===== src/rtl/truth_table_pkg.sv =====
// Shared types and defaults for the truth-table capture stage.
package truth_table_pkg;

  typedef enum logic [1:0] {StIdle, StHold, StSample, StFinish} state_e;

  localparam int unsigned DefNIn        = 4;
  localparam int unsigned DefHoldCycles = 2;

  function automatic int unsigned vec_count(input int unsigned n_in);
    return 32'd1 << n_in;
  endfunction

endpackage


===== src/rtl/truth_table_capture_if.sv =====
// Stimulus/capture bus between the capture stage and its environment.
interface truth_table_capture_if #(
  parameter int unsigned N_IN = 4
);
  logic                  start;
  logic                  abort;
  logic                  a;
  logic                  b;
  logic                  c;
  logic                  d;
  logic                  f_in;
  logic                  busy;
  logic                  done;
  logic [2**N_IN-1:0]    table_out;
  logic [N_IN:0]         ones_count;

  modport master (
    input  start, abort, f_in,
    output a, b, c, d, busy, done, table_out, ones_count
  );

  modport slave (
    output start, abort, f_in,
    input  a, b, c, d, busy, done, table_out, ones_count
  );

endinterface


===== src/rtl/hold_timer.sv =====
// Loadable up-counter; term flags that the current vector has been held HOLD_CYCLES edges.
module hold_timer #(
  parameter int unsigned HOLD_CYCLES = 2
) (
  input  logic clk,
  input  logic rst,
  input  logic load,
  input  logic clr,
  input  logic en,
  output logic term
);

  logic [7:0] cnt_q, cnt_d;

  always_comb begin
    cnt_d = cnt_q;
    if (clr) begin
      cnt_d = 8'd0;
    end else if (load) begin
      cnt_d = 8'd1;
    end else if (en) begin
      cnt_d = cnt_q + 8'd1;
    end
  end

  always_ff @(posedge clk or posedge rst) begin
    if (rst) begin
      cnt_q <= 8'd0;
    end else begin
      cnt_q <= cnt_d;
    end
  end

  assign term = (cnt_q == 8'(HOLD_CYCLES));

endmodule


===== src/rtl/truth_table_capture.sv =====
// Sweeps all input vectors of a combinational block and captures its truth table and popcount.
module truth_table_capture
  import truth_table_pkg::*;
#(
  parameter int unsigned N_IN        = DefNIn,
  parameter int unsigned HOLD_CYCLES = DefHoldCycles
) (
  input logic                  clk,
  input logic                  rst,
  truth_table_capture_if.master bus
);

  localparam int unsigned VecCount = vec_count(N_IN);

  state_e                state_q, state_d;
  logic [N_IN-1:0]       idx_q, idx_d;
  logic [VecCount-1:0]   table_q, table_d;
  logic [N_IN:0]         ones_q, ones_d;
  logic                  tmr_load, tmr_clr, tmr_en, tmr_term;

  hold_timer #(
    .HOLD_CYCLES(HOLD_CYCLES)
  ) u_hold_timer (
    .clk  (clk),
    .rst  (rst),
    .load (tmr_load),
    .clr  (tmr_clr),
    .en   (tmr_en),
    .term (tmr_term)
  );

  always_comb begin
    state_d  = state_q;
    idx_d    = idx_q;
    table_d  = table_q;
    ones_d   = ones_q;
    tmr_load = 1'b0;
    tmr_clr  = 1'b0;
    tmr_en   = 1'b0;

    unique case (state_q)
      StIdle: begin
        if (bus.start) begin
          state_d  = StHold;
          idx_d    = '0;
          table_d  = '0;
          ones_d   = '0;
          tmr_load = 1'b1;
        end
      end
      StHold: begin
        if (bus.abort) begin
          state_d = StIdle;
          idx_d   = '0;
          table_d = '0;
          ones_d  = '0;
          tmr_clr = 1'b1;
        end else if (tmr_term) begin
          state_d = StSample;
        end else begin
          tmr_en = 1'b1;
        end
      end
      StSample: begin
        // Abort outranks the sample so a cancelled sweep never leaves a partial table.
        if (bus.abort) begin
          state_d = StIdle;
          idx_d   = '0;
          table_d = '0;
          ones_d  = '0;
          tmr_clr = 1'b1;
        end else begin
          table_d[idx_q] = bus.f_in;
          ones_d         = ones_q + (N_IN + 1)'(bus.f_in);
          if (idx_q == {N_IN{1'b1}}) begin
            state_d = StFinish;
          end else begin
            idx_d    = idx_q + 1'b1;
            tmr_load = 1'b1;
            state_d  = StHold;
          end
        end
      end
      StFinish: begin
        state_d = StIdle;
        idx_d   = '0;
        tmr_clr = 1'b1;
      end
      default: begin
        state_d = StIdle;
        idx_d   = '0;
        tmr_clr = 1'b1;
      end
    endcase
  end

  always_ff @(posedge clk or posedge rst) begin
    if (rst) begin
      state_q <= StIdle;
      idx_q   <= '0;
      table_q <= '0;
      ones_q  <= '0;
    end else begin
      state_q <= state_d;
      idx_q   <= idx_d;
      table_q <= table_d;
      ones_q  <= ones_d;
    end
  end

  // Outputs come straight from state registers; f_in never reaches them combinationally.
  assign bus.a          = idx_q[N_IN-1];
  assign bus.b          = idx_q[N_IN-2];
  assign bus.c          = idx_q[N_IN-3];
  assign bus.d          = idx_q[N_IN-4];
  assign bus.busy       = (state_q == StHold) || (state_q == StSample);
  assign bus.done       = (state_q == StFinish);
  assign bus.table_out  = table_q;
  assign bus.ones_count = ones_q;

endmodule


===== src/flat_wrapper.sv =====
// flat-port wrapper written by rule: the top's interface ports become plain ports
module truth_table_capture_flat import truth_table_pkg::*;
#(
  parameter int unsigned N_IN        = DefNIn,
  parameter int unsigned HOLD_CYCLES = DefHoldCycles
)
  (clk, rst, bus_start, bus_abort, bus_f_in, bus_a, bus_b, bus_c, bus_d, bus_busy, bus_done, bus_table_out, bus_ones_count);
  truth_table_capture_if #(.N_IN(N_IN)) bus_i ();
  input logic clk;
  input logic rst;
  input wire logic [$bits(bus_i.start)-1:0] bus_start;
  input wire logic [$bits(bus_i.abort)-1:0] bus_abort;
  input wire logic [$bits(bus_i.f_in)-1:0] bus_f_in;
  output wire logic [$bits(bus_i.a)-1:0] bus_a;
  output wire logic [$bits(bus_i.b)-1:0] bus_b;
  output wire logic [$bits(bus_i.c)-1:0] bus_c;
  output wire logic [$bits(bus_i.d)-1:0] bus_d;
  output wire logic [$bits(bus_i.busy)-1:0] bus_busy;
  output wire logic [$bits(bus_i.done)-1:0] bus_done;
  output wire logic [$bits(bus_i.table_out)-1:0] bus_table_out;
  output wire logic [$bits(bus_i.ones_count)-1:0] bus_ones_count;
  assign bus_i.start = bus_start;
  assign bus_i.abort = bus_abort;
  assign bus_i.f_in = bus_f_in;
  assign bus_a = bus_i.a;
  assign bus_b = bus_i.b;
  assign bus_c = bus_i.c;
  assign bus_d = bus_i.d;
  assign bus_busy = bus_i.busy;
  assign bus_done = bus_i.done;
  assign bus_table_out = bus_i.table_out;
  assign bus_ones_count = bus_i.ones_count;
  truth_table_capture #(.N_IN(N_IN), .HOLD_CYCLES(HOLD_CYCLES)) u_core (.clk(clk), .rst(rst), .bus(bus_i));
endmodule

===== config.mk =====
export PLATFORM = sky130hd
export DESIGN_NAME = truth_table_capture_flat
export DESIGN_NICKNAME = d
export VERILOG_FILES = /design/src/rtl/truth_table_pkg.sv /design/src/rtl/truth_table_capture_if.sv /design/src/rtl/hold_timer.sv /design/src/rtl/truth_table_capture.sv /design/src/flat_wrapper.sv
export SDC_FILE = /design/constraint.sdc
export NUM_CORES = 1
export LEC_CHECK = 0
export CORE_UTILIZATION = 41
export DETAILED_ROUTE_END_ITERATION = 10
export HOLD_SLACK_MARGIN = 0.05
export PLACE_DENSITY_LB_ADDON = 0.3
export SLEW_MARGIN = 0
export SYNTH_ARGS = -nofsm -noshare
export SYNTH_HDL_FRONTEND = slang
export SYNTH_SLANG_ARGS = --single-unit

===== constraint.sdc =====
create_clock -name clk -period 2 [get_ports clk]
set_clock_uncertainty 0.05 [all_clocks]
set_input_delay 0.6 -clock clk [delete_from_list [all_inputs] [get_ports clk]]
set_output_delay 0.6 -clock clk [all_outputs]
set_load 0.005 [all_outputs]

Word-level counts from Yosys, hierarchy flattened. Index checks and enable logic that the tools add are counted.

Logic and storage cells: 62. Register bits after elaboration: 35. Output and inout bits: 27.

$lt $le $gt $ge: 2. Muxes and demuxes: 34. Reduce and logical (&&, ||, !) cells: 9. $add $sub $neg: 3. Equality and inequality tests: 9.

Operator list (number): $mux 16 (3); $pmux 16 s3 (1); $mux 8 (3); $bwmux 16 (1); $mux 4 (4); $pmux 4 s4 (1); $mux 5 (3); $pmux 5 s3 (1); $mux 2 (5); $add 8x1->8 const B (1); $eq 8x2->1 const B (1); $mux 1 (8); $pmux 2 s4 (1); $reduce_and 3->1 (2); $reduce_bool 3->1 (2); $add 5x1->5 (1); $lt 4x5->1 const B (1); $add 4x1->4 const B (1); $demux 1 s4 (1); $eq 2x2->1 const B (2); $eq 4x4->1 const B (1); $ge 4x1->1 const B (1); $ne 2x2->1 const B (2); $pmux 1 s2 (2); 8 further kinds (8).

Longest topological paths before layout. Gate-level depths: netlist (run 1).

Depth in word-level cells: 7. Depth in mapped cells: 7. Depth with buffers taken out: 6.

By module. Synthesis (run 1) repeated with hierarchy kept, for this count alone.

Cells, all modules: 225. Area, all modules: 2139.6 um2.

By module, submodules not included: truth_table_capture (seq. area each 675.6 um2, instances 1, area an instance 1690.4 um2, cells an instance 178); hold_timer (seq. area each 200.2 um2, instances 1, area an instance 449.2 um2, cells an instance 47).

Worst setup path after synthesis (run 1). No wires, ideal clock.

Kind: reg2reg. Start point: register u_core.idx_q[0]. End point: register u_core.idx_q[3]. Setup time: 69 ps. Buffers on the path: 0. Cell stages (with the launch flop): 6. Slack: 44 ps. Data required time: 1881 ps. Data arrival time: 1837 ps. Cell sequence: dfrtp_1 > ha_1 > and3_1 > a211o_1 > or4_1 > nand3_1.

Cells in the longest elaborated chain, start to end: 4. Elaborated cells between the ends (all ways): 7.

Ends and longest elaborated chain: from (decl) (RTL line truth_table_capture.sv:16) `logic [N_IN-1:0] idx_q, idx_d;`; from (signal assigned) (RTL line truth_table_capture.sv:105) `idx_q <= idx_d;`; $add 4x1->4 (RTL line truth_table_capture.sv:78) `idx_d = idx_q + 1'b1;`; $mux 4 (RTL line truth_table_capture.sv:75) `if (idx_q == {N_IN{1'b1}}) begin`; $mux 4 (RTL line truth_table_capture.sv:66) `if (bus.abort) begin`; $pmux 4 s4 (RTL line truth_table_capture.sv:41) `unique case (state_q)`.

Parallel ways exist; a longest one is shown, timed or not. The select of a mux whose other input is x is not followed. A chain may end at the register's enable or synchronous reset.

Worst setup path after layout (run 1).
Start point: register u_core.state_q[0]. End point: output bus_busy.

Cells in the longest elaborated chain, start to end: 2. Elaborated cells between the ends (all ways): 3.

Ends and longest elaborated chain: from (decl) (RTL line truth_table_capture.sv:15) `state_e state_q, state_d;`; from (signal assigned) (RTL line truth_table_capture.sv:99) `state_q <= StIdle;`; from (signal assigned) (RTL line truth_table_capture.sv:104) `state_q <= state_d;`; $eq 2x1->1 / $eq 2x2->1 (equally long branches) (RTL line truth_table_capture.sv:116) `assign bus.busy = (state_q == StHold) || (state_q == StSample);`; $logic_or 1x1->1 * (RTL line truth_table_capture.sv:116); to (decl) (RTL line flat_wrapper.sv:18) `output wire logic [$bits(bus_i.busy)-1:0] bus_busy;`.

Every way passes the cells marked *; elsewhere a longest branch is shown, timed or not.

==> impl_metrics.json, run 1 <==
{
  "timing.final.crit_share": 0.9684,
  "synthMuxAreaShare": 0.01117,
  "postSynthCellCount": 207,
  "cts_sinks": 35,
  "postRouteAntennaNets": 0,
  "wl_per_cell_um": 13.91,
  "antenna_found_initial": 0,
  "area_delta_synth_final_pct": 34.69,
  "io_buffers": 31,
  "rows": 24,
  "p_int_mw": 1.423,
  "place_hpwl_um": 3269,
  "min_period_ps": 1937,
  "finalNetCount": 286,
  "path_cells": "inv_1 > ha_1 > dlygate4sd2_1",
  "cts_tree": "done",
  "die-area_um2": 4921,
  "p_comb_frac": 0.409,
  "vias": 1723,
  "cp_data_arrival_time_ps": 1290,
  "required_ps": 1350,
  "crit_type": "flip-flop to output pin",
  "yosys.area_share.simple": 0.2050,
  "hold_class": "flip-flop to flip-flop",
  "viasPerCell": 5.384,
  "yosysSeqAreaShare": 0.4599,
  "swShare": 0.3521,
  "numCtsBuffers": 5,
  "grt-ovfl-total": 0,
  "multiInputGateArea_um2": 977.2,
  "synth_top_area_frac": 0.4599,
  "drt-pass1-iter-count": 4,
  "routed_wl_um": 4452,
  "wl_met1_um": 2146,
  "synthXorXnorAreaFrac": 0.02300,
  "dp_slack_ps": -359.9,
  "fmax_mhz": 516.3,
  "die_w_um": 70.15,
  "synthAdderAreaFrac": 0.09198,
  "synth.net_count": 226,
  "ys_ff_latch": 35,
  "fin_ws_ps": 63.21,
  "postCtsHoldBufs": 0,
  "slew_headroom": 0.7748,
  "core_area_um2": 4414,
  "cpPeakStageDelay_ps": 360,
  "switchingPower_mw": 0.7733,
  "globalplace.congestion": 0.7971,
  "pin_count": 32,
  "worst-path-buf-inv": 2,
  "clockBufferDepth": 2,
  "sequentialPowerShare": 0.367,
  "clkLatencyLatePin_ps": 280,
  "ys_types": 38,
  "wl_met3_um": 226,
  "ys_warn_count": 0,
  "synth_area_leaders": "dfrtp_1, ha_1, o21ai_0",
  "hold_ws_ps": 457.2,
  "seqCellArea_um2": 875.8,
  "synth-async-reset-ratio": 1.000,
  "worstMarginPinSlew_ps": 337.2,
  "report.final.slew_viol_count": 0,
  "clkPwrFrac": 0.224,
  "hold_violations": 0,
  "start_kind": "flip-flop",
  "die_y_um": 70.15,
  "synth_area_um2": 1904,
  "power_density_nw_per_um2": 856.3,
  "endpoint_kind": "output pin",
  "highest_layer": "met4",
  "ctsRootBufferMaster": "clkbuf_8",
  "cap_violations": 0,
  "grt_pass1_wl_um": 7693,
  "p_leak_nw": 1.202,
  "grt_usage": 0.1982,
  "start_util": 0.4314,
  "crit_fanout": 3,
  "synth_edf_count": 0,
  "outcome": "completed",
  "ctsHtreeMaxLevel": 2,
  "grt_pass1_vias": 1637,
  "synth_top_family_by_area": "simple AND/OR/NAND/NOR gates",
  "clk_pin_slew_worst_paths_ps": 70,
  "worst_ir_drop_vdd_mv": 0.6122,
  "layout_common_cells": "dfrtp_1, o21ai_0, buf_4, clkdlybuf4s50_1, nand2_1",
  "synth_ff_type": "dfrtp_1",
  "synth_compound_gate_area_share": 0.1774,
  "fill_cells": 411,
  "cp_slowest_cell": "dfrtp_1",
  "drive_gt1_frac": 0.1567,
  "antennaDiodeCount": 0,
  "path_delay_family": "flip-flops",
  "drc": 0,
  "drtIter0Drc": 191,
  "yosys.area.top_type": "dfrtp_1",
  "avgSynthCellArea_um2": 9.200,
  "setup_viol": 0,
  "ff2ff_setup_slack_ps": 100,
  "dr_wl_met2_um": 2023,
  "layout.cells.most_common": "dfrtp_1",
  "grt_start_max_net_pins": 36
}
[flip-flops by register name (all words and copies together), names as in the netlist]
name / cells
u_core.u_hold_timer.cnt_q: 8
u_core.bus.ones_count: 5
u_core.state_q: 2
u_core.idx_q: 4
u_core.bus.table_out: 16
[worst register-to-register path: cells and delay by family, from the launching register on]
| kind | cells | cell delay (ps) |
|---|---|---|
| AO/OA/AOI/OAI | 2 | 280 |
| AND/OR/NAND/NOR | 2 | 510 |
| flip-flops | 1 | 390 |
| adder cells (fa/ha/maj) | 1 | 200 |
| buffers and inverters | 2 | 370 |
[logic make-up after synthesis]
kind of cell | after synthesis
muxes | 2
xor gates and xnor gates | 5
and+or+nand+nor | 75
adders and majority gates | 14
buffers and inverters | 14
AOI/OAI and AO/OA | 62
DFF | 35
[synthesized netlist by cell type (all sizes together) (2+ instances only)]
master / count
a21oi: 15
nand2b: 5
nand4: 3
xnor2: 3
nand3: 9
inv: 7
nand2: 17
or4: 2
nor3: 6
nor2: 16
o21ai: 36
or2: 2
ha: 14
clkbuf: 6
nor2b: 5
nand3b: 4
dfrtp: 35
a31oi: 4
xor2: 2
[metrics by stage]
step / cell area, µm² / total power, mW / setup TNS, ps / utilization / instances
CTS: 2554 / 2.207 / 0 / 0.5785 / 320
finish: 2565 / 2.196 / 0 / 0.5811 / 320
floorplan: 1904 / 1.308 / 0 / - / 207
detailed placement: 2469 / 1.702 / -7546 / 0.5592 / 311
global route: 2565 / 2.352 / -9.734 / 0.5811 / 320
global placement: 2469 / 1.689 / -6853 / 0.5592 / 311
[path summary, 6_finish.rpt]
path	startpoint	end	cells past startpoint
max reg2reg	u_core.state_q[0]	u_core.bus.table_out[5]	7
min reg2reg	u_core.bus.table_out[8]	u_core.bus.table_out[8]	2
max	u_core.state_q[0]	bus_busy	3
min	u_core.bus.table_out[8]	u_core.bus.table_out[8]	2
max in group asynchronous	rst	u_core.state_q[0]	3
min in group asynchronous	rst	u_core.bus.table_out[9]	3
[power groups by stage]
stage,Clock (mW),Sequential (mW),Combinational (mW)
5_1_grt,0.541,0.814,0.997
3_3_place_gp,0,0.825,0.864
6_report,0.491,0.807,0.898
4_1_cts,0.513,0.808,0.886
3_5_place_dp,0,0.827,0.875
2_1_floorplan,0,0.822,0.486
[area by class of cell]
| cell class | count | area share |
|---|---|---|
| Multi-Input combinational cell | 158 | 0.3810 |
| Sequential cell | 35 | 0.3415 |
| Timing Repair Buffer | 60 | 0.2102 |
| Clock buffer | 7 | 0.02976 |
| Tap cell | 52 | 0.02537 |
| Inverter | 7 | 0.01024 |
| Clock inverter | 1 | 0.001951 |
[layer usage]
layer / GRT usage / vias up
li1: - / 847
met3: 0.04329 / 4
met2: 0.2981 / 43
met5: 0 / -
met4: 0.07333 / 0
met1: 0.2800 / 829
[timing repair]
action	CTS	global route
endpoints found under the setup margin	6	14
setup buffers	1	0
resized for setup	3	8
(Power assumes the default switching activity.)
==> run 2: changes to the inputs <==
--- a/config.mk
+++ b/config.mk
@@ -8,7 +8,7 @@
 export CORE_UTILIZATION = 41
 export DETAILED_ROUTE_END_ITERATION = 10
 export HOLD_SLACK_MARGIN = 0.05
-export PLACE_DENSITY_LB_ADDON = 0.3
+export PLACE_DENSITY = 0.74
 export SLEW_MARGIN = 0
 export SYNTH_ARGS = -nofsm -noshare
 export SYNTH_HDL_FRONTEND = slang
==> run 2 against run 1 <==
Utilization shrank 0.057 points. Die area unchanged. Routed wire length shrank 4.4%. First-iteration DRC count down 37%. Global-route usage decreased by 0.18 points. Sequential power about the same. Fmax hardly changed. Power grew 3.7%. Sequential cell count did not move. Via count shrank 2.6%. Non-clock buffer count decreased by 1. Critical path type is now flip-flop to flip-flop. Largest power group unchanged. Highest routed layer unchanged.
==> impl_metrics.json, run 2 (synthesis results as in run 1) <==
{
  "hold_violations": 0,
  "setup_viol": 0,
  "largest_register_ffs": 16,
  "layout_common_cells": "dfrtp_1, o21ai_0, clkdlybuf4s50_1, buf_4, nand2_1",
  "sequentialPowerShare": 0.355,
  "ctsRootBufferMaster": "clkbuf_8",
  "layout.cells.most_common": "dfrtp_1",
  "pin_count": 32,
  "fmax_mhz": 516.4,
  "clk_pin_slew_worst_paths_ps": 70,
  "viasPerCell": 5.260,
  "grt_pass1_wl_um": 7603,
  "drtIter0Drc": 121,
  "hold_class": "flip-flop to flip-flop",
  "worst_ir_drop_vdd_mv": 0.4110,
  "worstMarginPinSlew_ps": 448.3,
  "timing.final.crit_share": 0.9683,
  "start_util": 0.4314,
  "cts_sinks": 35,
  "crit_type": "flip-flop to flip-flop",
  "drc": 0,
  "area_delta_synth_final_pct": 34.56,
  "vias": 1678,
  "postRouteAntennaNets": 0,
  "grt_usage": 0.1964,
  "hold_ws_ps": 450.0,
  "power_density_nw_per_um2": 888.9,
  "core_area_um2": 4414,
  "die_y_um": 70.15,
  "postCtsHoldBufs": 0,
  "cts_tree": "done",
  "routed_wl_um": 4256,
  "swShare": 0.3394,
  "die-area_um2": 4921,
  "antenna_found_initial": 0,
  "grt-ovfl-total": 0,
  "dp_slack_ps": -340.3,
  "place_area_um2": 2449,
  "crit_fanout": 6,
  "required_ps": 2180,
  "numPlacedInstances": 310,
  "rows": 24,
  "drive_gt1_frac": 0.1610,
  "layoutNonFillerInstCount": 319,
  "p_int_mw": 1.505,
  "report.final.slew_viol_count": 0,
  "antennaDiodeCount": 0,
  "numCtsBuffers": 5,
  "fin_ws_ps": 63.45,
  "grt_pass1_vias": 1629,
  "p_leak_nw": 1.186,
  "p_comb_frac": 0.396,
  "finalNetCount": 285,
  "clkLatencyLatePin_ps": 290,
  "io_buffers": 31,
  "min_period_ps": 1937,
  "endpoint_kind": "flip-flop",
  "place_hpwl_um": 3113,
  "clkPwrFrac": 0.249,
  "cp_data_arrival_time_ps": 2120,
  "grt_start_max_net_pins": 36,
  "ctsHtreeMaxLevel": 2,
  "slew_headroom": 0.7012,
  "switchingPower_mw": 0.7730,
  "die_w_um": 70.15,
  "cap_violations": 0,
  "outcome": "completed",
  "fin_tns_setup_ps": 0,
  "start_kind": "flip-flop",
  "globalplace.congestion": 0.8348,
  "clockBufferDepth": 2,
  "drt-pass1-iter-count": 5,
  "post-route-cell-area_um2": 2562,
  "wl_per_cell_um": 13.34
}
run 2: metrics by stage:
| step | power (mW) | util |
|---|---|---|
| after floorplan | 1.308 | - |
| after global placement | 1.685 | 0.5547 |
| after detailed placement | 1.697 | 0.5547 |
| after CTS | 2.283 | 0.5782 |
| after global routing | 2.431 | 0.5805 |
| final | 2.278 | 0.5805 |
run 2: layout make-up:
cell class                      count  area [µm²]
Tap cell                           52       65.06
Inverter                            7       26.28
Timing Repair Buffer               59       520.5
Fill cell                         393        1852
Clock buffer                        8       100.1
Sequential cell                    35       875.8
Multi-Input combinational cell    158       974.7
run 2: repair_timing:
item                       4_1_cts  5_1_grt
setup endpoints to repair       11       10
gates cloned                     0        0
pin swaps                        0        0
buffers inserted                 1        0
resized for setup                4        8
run 2: metal layers:
metal  share of wire  global-route usage  vias up
met4           0.010             0.08444        0
met5               0                   0        -
met2            0.45              0.2949       37
met3           0.035             0.04618        6
li1                -                   -      852
met1            0.50              0.2709      783
run 2: worst paths after layout:
path | startpoint | endpoint | slack [ps] | depth (start not counted)
max | u_core.state_q[0] | u_core.bus.ones_count[4] | 60 | 6
min | u_core.bus.table_out[14] | u_core.bus.table_out[14] | 450 | 2
max reg2reg | u_core.state_q[0] | u_core.bus.ones_count[4] | 60 | 6
min reg2reg | u_core.bus.table_out[14] | u_core.bus.table_out[14] | 450 | 2
max in group asynchronous | rst | u_core.bus.table_out[0] | 910 | 3
min in group asynchronous | rst | u_core.bus.ones_count[3] | 670 | 3
run 2: power by group through the flow:
stage	clock [mW]	sequential [mW]	combinational (mW)
5_1_grt	0.611	0.814	1.01
2_1_floorplan	0	0.822	0.486
3_5_place_dp	0	0.827	0.870
3_3_place_gp	0	0.825	0.861
6_report	0.567	0.810	0.901
4_1_cts	0.593	0.806	0.884
run 2: worst max-delay path, cell delays in order (launching register included):
cell and delay, ps:
dfrtp_1 390, buf_4 150, ha_1 210, nor2b_4 150, or3_1 390, or4_1 480, nand2_1 70
